## config.mk

```make
export PLATFORM = sky130hd
export DESIGN_NAME = wired_bus_arbiter_flat
export DESIGN_NICKNAME = d
export VERILOG_FILES = /design/src/rtl/wired_bus_arbiter_pkg.sv /design/src/rtl/wired_bus_arbiter_if.sv /design/src/rtl/wired_bus_arbiter_rr_pick.sv /design/src/rtl/wired_bus_arbiter.sv /design/src/flat_wrapper.sv
export SDC_FILE = /design/constraint.sdc
export NUM_CORES = 1
export LEC_CHECK = 0
export CAP_MARGIN = 20
export CORE_MARGIN = 5
export CORE_UTILIZATION = 56
export CTS_CLUSTER_SIZE = 25
export DETAILED_ROUTE_END_ITERATION = 10
export DONT_BUFFER_PORTS = 1
export PLACE_DENSITY = 0.74
export SLEW_MARGIN = 20
export SYNTH_ARGS = -nofsm -noshare
export SYNTH_HDL_FRONTEND = slang
export SYNTH_SLANG_ARGS = --single-unit
```

## constraint.sdc

```tcl
create_clock -name clk -period 2.5 [get_ports clk]
set_input_delay 0.375 -clock clk [delete_from_list [all_inputs] [get_ports clk]]
set_output_delay 0.375 -clock clk [all_outputs]
set_load 0.02 [all_outputs]
```

## src/rtl/wired_bus_arbiter_pkg.sv

```systemverilog
// Shared types and constants for the wired-bus arbiter: FSM state encoding,
// hold-counter width and the two legal pull levels of the shared net.
package wired_bus_arb_pkg;

    typedef enum logic [1:0] {
        IDLE  = 2'd0,
        GRANT = 2'd1,
        TURN  = 2'd2
    } arb_state_e;

    localparam int CNT_W = 8;

    localparam logic PULL_LOW  = 1'b0;
    localparam logic PULL_HIGH = 1'b1;

endpackage

```

## src/rtl/wired_bus_arbiter_if.sv

```systemverilog
// Requester-side bundle of the wired-bus arbiter: requests and data in,
// grant, owner and the registered bus value out.
interface wired_bus_arbiter_if #(
    parameter int N = 4,
    parameter int W = 9
) ();

    logic [N-1:0]         req;
    logic [N*W-1:0]       din;
    logic [N-1:0]         gnt;
    logic [$clog2(N)-1:0] owner;
    logic [W-1:0]         bus;
    logic                 bus_valid;
    logic                 busy;
    logic                 timeout;

    modport master (
        input  req, din,
        output gnt, owner, bus, bus_valid, busy, timeout
    );

    modport slave (
        output req, din,
        input  gnt, owner, bus, bus_valid, busy, timeout
    );

endinterface

```

## src/rtl/wired_bus_arbiter_rr_pick.sv

```systemverilog
// Combinational round-robin picker: first asserted request at or after ptr,
// wrapping from N-1 back to 0.
module rr_pick #(
    parameter int N  = 4,
    parameter int PW = $clog2(N)
) (
    input  logic [N-1:0]  req,
    input  logic [PW-1:0] ptr,
    output logic [N-1:0]  onehot,
    output logic [PW-1:0] idx,
    output logic          any
);

    always_comb begin
        int unsigned j;
        onehot = '0;
        idx    = '0;
        any    = 1'b0;
        j      = 0;
        for (int unsigned k = 0; k < N; k++) begin
            j = (32'(ptr) + k) % N;
            if (!any && req[PW'(j)]) begin
                any              = 1'b1;
                idx              = PW'(j);
                onehot[PW'(j)]   = 1'b1;
            end
        end
    end

endmodule

```

## src/rtl/wired_bus_arbiter.sv

```systemverilog
// Round-robin owner sequencer for a shared wired bus with a one-cycle pull-level
// turnaround between owners. Define WIRED_BUS_ARB_TIMEOUT_EN for forced release.
module wired_bus_arbiter
    import wired_bus_arb_pkg::*;
#(
    parameter int   N        = 4,
    parameter int   W        = 9,
    parameter int   MAX_HOLD = 16,
    parameter logic PULL_VAL = PULL_LOW
) (
    input  logic                clk,
    input  logic                rst,
    wired_bus_arbiter_if.master bus_if
);

    localparam int PW = $clog2(N);
    localparam logic [W-1:0] BUS_IDLE = (PULL_VAL == PULL_HIGH) ? '1 : '0;
    // MAX_HOLD only matters in the timeout build; the range check keeps it live in both.
    localparam bit HOLD_FITS = (MAX_HOLD >= 2) && (MAX_HOLD < (1 << CNT_W));

    arb_state_e    state, state_nxt;
    logic [N-1:0]  gnt_q, gnt_nxt;
    logic [PW-1:0] owner_q, owner_nxt;
    logic [PW-1:0] ptr_q, ptr_nxt;
    logic [W-1:0]  bus_q;
    logic          valid_q;
    logic          limit_hit;
    logic          stay;

    logic [N-1:0]  pick_onehot;
    logic [PW-1:0] pick_idx;
    logic          pick_any;

    logic [W-1:0]  din_arr [N];

    for (genvar i = 0; i < N; i++) begin : g_din
        assign din_arr[i] = bus_if.din[i*W +: W];
    end

    rr_pick #(
        .N  (N),
        .PW (PW)
    ) u_pick (
        .req    (bus_if.req),
        .ptr    (ptr_q),
        .onehot (pick_onehot),
        .idx    (pick_idx),
        .any    (pick_any)
    );

    always_comb begin
        state_nxt = state;
        gnt_nxt   = gnt_q;
        owner_nxt = owner_q;
        ptr_nxt   = ptr_q;
        case (state)
            IDLE, TURN: begin
                if (pick_any) begin
                    state_nxt = GRANT;
                    gnt_nxt   = pick_onehot;
                    owner_nxt = pick_idx;
                    ptr_nxt   = (pick_idx == PW'(N - 1)) ? '0 : pick_idx + 1'b1;
                end else begin
                    state_nxt = IDLE;
                    gnt_nxt   = '0;
                end
            end
            GRANT: begin
                if (!bus_if.req[owner_q] || limit_hit) begin
                    state_nxt = TURN;
                    gnt_nxt   = '0;
                end
            end
            default: begin
                state_nxt = IDLE;
                gnt_nxt   = '0;
            end
        endcase
    end

    assign stay = (state == GRANT) && (state_nxt == GRANT);

    always_ff @(posedge clk) begin
        if (rst) begin
            state   <= IDLE;
            gnt_q   <= '0;
            owner_q <= '0;
            ptr_q   <= '0;
            bus_q   <= BUS_IDLE;
            valid_q <= 1'b0;
        end else begin
            state   <= state_nxt;
            gnt_q   <= gnt_nxt;
            owner_q <= owner_nxt;
            ptr_q   <= ptr_nxt;
            bus_q   <= stay ? din_arr[owner_q] : BUS_IDLE;
            valid_q <= stay;
        end
    end

`ifdef WIRED_BUS_ARB_TIMEOUT_EN
    logic [CNT_W-1:0] hold_cnt;
    logic             timeout_q;

    // Counter reads 0 during the first granted cycle, so the limit is MAX_HOLD-1.
    assign limit_hit = HOLD_FITS && (state == GRANT) &&
                       (hold_cnt == CNT_W'(MAX_HOLD - 1));

    always_ff @(posedge clk) begin
        if (rst) begin
            hold_cnt  <= '0;
            timeout_q <= 1'b0;
        end else begin
            hold_cnt  <= stay ? hold_cnt + 1'b1 : '0;
            timeout_q <= limit_hit && bus_if.req[owner_q];
        end
    end

    assign bus_if.timeout = timeout_q;
`else
    assign limit_hit      = 1'b0;
    assign bus_if.timeout = HOLD_FITS & 1'b0;
`endif

    assign bus_if.gnt       = gnt_q;
    assign bus_if.owner     = owner_q;
    assign bus_if.bus       = bus_q;
    assign bus_if.bus_valid = valid_q;
    assign bus_if.busy      = (state != IDLE);

endmodule

```

## src/flat_wrapper.sv

```systemverilog
// flat-port wrapper written by rule: the top's interface ports become plain ports
module wired_bus_arbiter_flat import wired_bus_arb_pkg::*;
#(
    parameter int   N        = 4,
    parameter int   W        = 9,
    parameter int   MAX_HOLD = 16,
    parameter logic PULL_VAL = PULL_LOW
)
  (clk, rst, bus_if_req, bus_if_din, bus_if_gnt, bus_if_owner, bus_if_bus, bus_if_bus_valid, bus_if_busy, bus_if_timeout);
  wired_bus_arbiter_if #(.N(N), .W(W)) bus_if_i ();
  input  logic clk;
  input  logic rst;
  input wire logic [$bits(bus_if_i.req)-1:0] bus_if_req;
  input wire logic [$bits(bus_if_i.din)-1:0] bus_if_din;
  output wire logic [$bits(bus_if_i.gnt)-1:0] bus_if_gnt;
  output wire logic [$bits(bus_if_i.owner)-1:0] bus_if_owner;
  output wire logic [$bits(bus_if_i.bus)-1:0] bus_if_bus;
  output wire logic [$bits(bus_if_i.bus_valid)-1:0] bus_if_bus_valid;
  output wire logic [$bits(bus_if_i.busy)-1:0] bus_if_busy;
  output wire logic [$bits(bus_if_i.timeout)-1:0] bus_if_timeout;
  assign bus_if_i.req = bus_if_req;
  assign bus_if_i.din = bus_if_din;
  assign bus_if_gnt = bus_if_i.gnt;
  assign bus_if_owner = bus_if_i.owner;
  assign bus_if_bus = bus_if_i.bus;
  assign bus_if_bus_valid = bus_if_i.bus_valid;
  assign bus_if_busy = bus_if_i.busy;
  assign bus_if_timeout = bus_if_i.timeout;
  wired_bus_arbiter #(.N(N), .W(W), .MAX_HOLD(MAX_HOLD), .PULL_VAL(PULL_VAL)) u_core (.clk(clk), .rst(rst), .bus_if(bus_if_i));
endmodule
```

==> run metrics <==
HPWL Detailed=2.317 mm; largest net degree at the start of global routing=18; Routed met3 length=~170 µm; diodes inserted=0; Core Util, Final=61.57%; most frequent cells in the layout=dfxtp_1 (19), mux4_2 (13), and3_1 (9); Peak Freq=0.4261 GHz; Post-Syn Instances=roughly 140; CTS tree=built; routed vias=between 1000 and 1500; crit-path max FO=7; Yosys top cell area share=28.22%; slowest stage cell, crit path=mux4_2; top sig layer=met4; Synth area leader=dfxtp_1; Boundary Pins=60; routability congestion estimate=between 0.9 and 1; Core Region=approximately 2500 µm²; max-cap violations=0; crit path launch type=flop; initial drt markers=32; DIE AREA=between 3000 and 4000 µm²; later-pin clock latency in the skew report=about 0.30 ns; Setup CP Type=flop to flop; overflow left after global routing=0; number of I/O port buffers=0; global-route wire length before repair=4.830 mm; final hold slack=between 0.1 and 0.15 ns; Die Wd=60.34 µm; class of the worst hold path=input port to flop; CP required=approximately 2.7 ns; Cell Pwr Density=between 1000 and 1500 nW/µm²; drt via density=~6.7; Post-synth top flop=dfxtp_1; WL final=3.058 mm; Post-CTS Hold Buffers=0; antenna violations before repair=0; clk slew on worst S/H paths=0.11 ns; CP Data Arrival Time=2.57 ns; Synth warnings=0; Layout area overhead=6.526%; Tcrit/Tclk final=between 90% and 100%; EDFF count, synth=0; final setup vio count=0; unrepaired setup endpoints after global routing=no; Final Max Slew Viols=0; clock skew=roughly 0.004 ns; Worst Tran Pin Value=about 0.49 ns; Die H=about 60 µm; number of hold violations in the final report=0; synthesis-stage register bit count=20; post-synthesis sequential area ratio=between 20% and 30%; Period minus WS final=between 2 and 2.5 ns; total CTS buffers=3; met2 WL=1.630 mm; FFs w/ async S/R, synth=0%; number of core rows=18; Fill cells=between 150 and 200; Final Instance Area=around 1500 µm²; leakage power=~0.56 nW; Final #Nets=around 180; share of layout cells above drive strength 1=around a quarter; syn nets=between 150 and 200; adder-cell share of the synthesized area=~6.2%; met1 wire length=approximately 1.2 mm; Synth Area in Compound Gates=between 10% and 20%; kind of end point of the critical path=flop; synth top area cells=dfxtp_1 (28%), mux4_2 (21%), ha_1 (6.2%); Critical Path Max Stage Delay=between 0.5 and 0.6 ns; Synth Area in XOR/XNOR=less than 1%; gr usage total=17.50%; Pwr Total=0.001767 W; drt drc=0; VDD IR-drop max=around 0.0008 V; post-synth cell types=43; initial core utilization=between 50% and 60%; Mean Syn Cell Area=~11 µm²; clock tree buffer depth=2; H-tree Lvls=1; crit path cell chain=inv_2 -> ha_4 -> mux4_2 -> nor2b_4 -> o32ai_4 -> or3b_1 -> o211ai_1; largest family of logic cells by synthesized area=multiplexers; most common cell after layout, fill and taps aside=dfxtp_1; simple-gate share of the synthesized area=about 21%; Seq. cell area=around 400 µm²; WL/cell=about 19 µm; CTS sink count=20; setup_tns=0 ns; CTS Root Cell=clkbuf_4; status=completed; synthesized area=~1400 µm²; ANT nets after route=0; Placed Instance Area=approximately 1400 µm²; DR pass1 iterations=6; vias in the first global route=~1000; multi-input logic area=approximately 950 µm²; mux cell area share after synthesis=a little under a quarter; Max-slew headroom=66.74%
## cell usage after synthesis (3+ instances only)
cell type  count
a221o_1        4
a221oi_1       6
and3_1         9
buf_2          3
clkbuf_1       7
dfxtp_1       20
ha_1           7
inv_1          4
mux4_2        13
nand3b_1       4
nor2_1         7
nor2b_1        4
nor3_1         7
nor4_1         3
o21ai_0        3
## cell families (layout without fill, tap and decap cells)
| group | after synthesis | in the layout |
|---|---|---|
| other | 1 | 1 |
| and+or+nand+nor | 48 | 48 |
| buffers and inverters | 18 | 15 |
| DFF | 20 | 20 |
| xor gates and xnor gates | 1 | 1 |
| adders and majority gates | 7 | 7 |
| muxes | 16 | 16 |
| AOI/OAI and AO/OA | 24 | 24 |
## stage by stage
step | worst slack [ns] | cells
after global routing | 0.03755 | 162
after detailed placement | 0.1636 | 157
final | 0.1533 | 162
after floorplan | -0.03076 | 135
after CTS | 0.1442 | 161
after global placement | 0.2102 | 157
## layer usage
layer | vias up | track usage, %
li1 | 517 | -
met1 | 532 | 22.18
met2 | 26 | 29.48
met3 | 4 | 4.894
met4 | 0 | 4.430
met5 | - | 0
## flip-flops by register name (all words and copies together) (netlist names), named ones only
signal and cells:
u_core.bus_if.bus 9, u_core.bus_if.bus_valid 1, u_core.state 2, u_core.bus_if.gnt 4, u_core.bus_if.owner 2, u_core.ptr_q 1
## critical path: cells and delay by family (launching register included)
| kind | cells | cell delay (ns) |
|---|---|---|
| mux | 1 | 0.58 |
| simple gates | 2 | 0.54 |
| compound gates | 2 | 0.40 |
| flops | 1 | 0.37 |
| buf+inv | 1 | 0.10 |
| fa+ha+maj | 1 | 0.28 |
## final timing paths
| path | start | endpoint | slack [ns] | cells after the start |
|---|---|---|---|---|
| max | u_core.ptr_q[1] | u_core.ptr_q[1] | 0.15 | 7 |
| max reg2reg | u_core.ptr_q[1] | u_core.ptr_q[1] | 0.15 | 7 |
| min | rst | flop | 0.12 | 1 |
| min reg2reg | u_core.state[1] | u_core.state[1] | 0.47 | 1 |
## report_power, final
group	switching (W)	internal (W)
combinational	0.000520	0.000504
clock	0.0000944	0.000162
sequential	0.0000947	0.000393
## timing repair
| action | 4_1_cts | 5_1_grt |
|---|---|---|
| setup endpoints to repair | 0 | 1 |
| buffers inserted | 0 | 1 |
| gates resized for setup | 0 | 1 |
## area by class of cell
cell class	count	area share, %
tap	30	2.483
timing repair buffer	7	3.477
clock inverter	1	1.987
multi-input combinational	97	62.67
inverter	4	1.325
clock buffer	3	1.490
sequential	20	26.57
(Power assumes the default switching activity.)
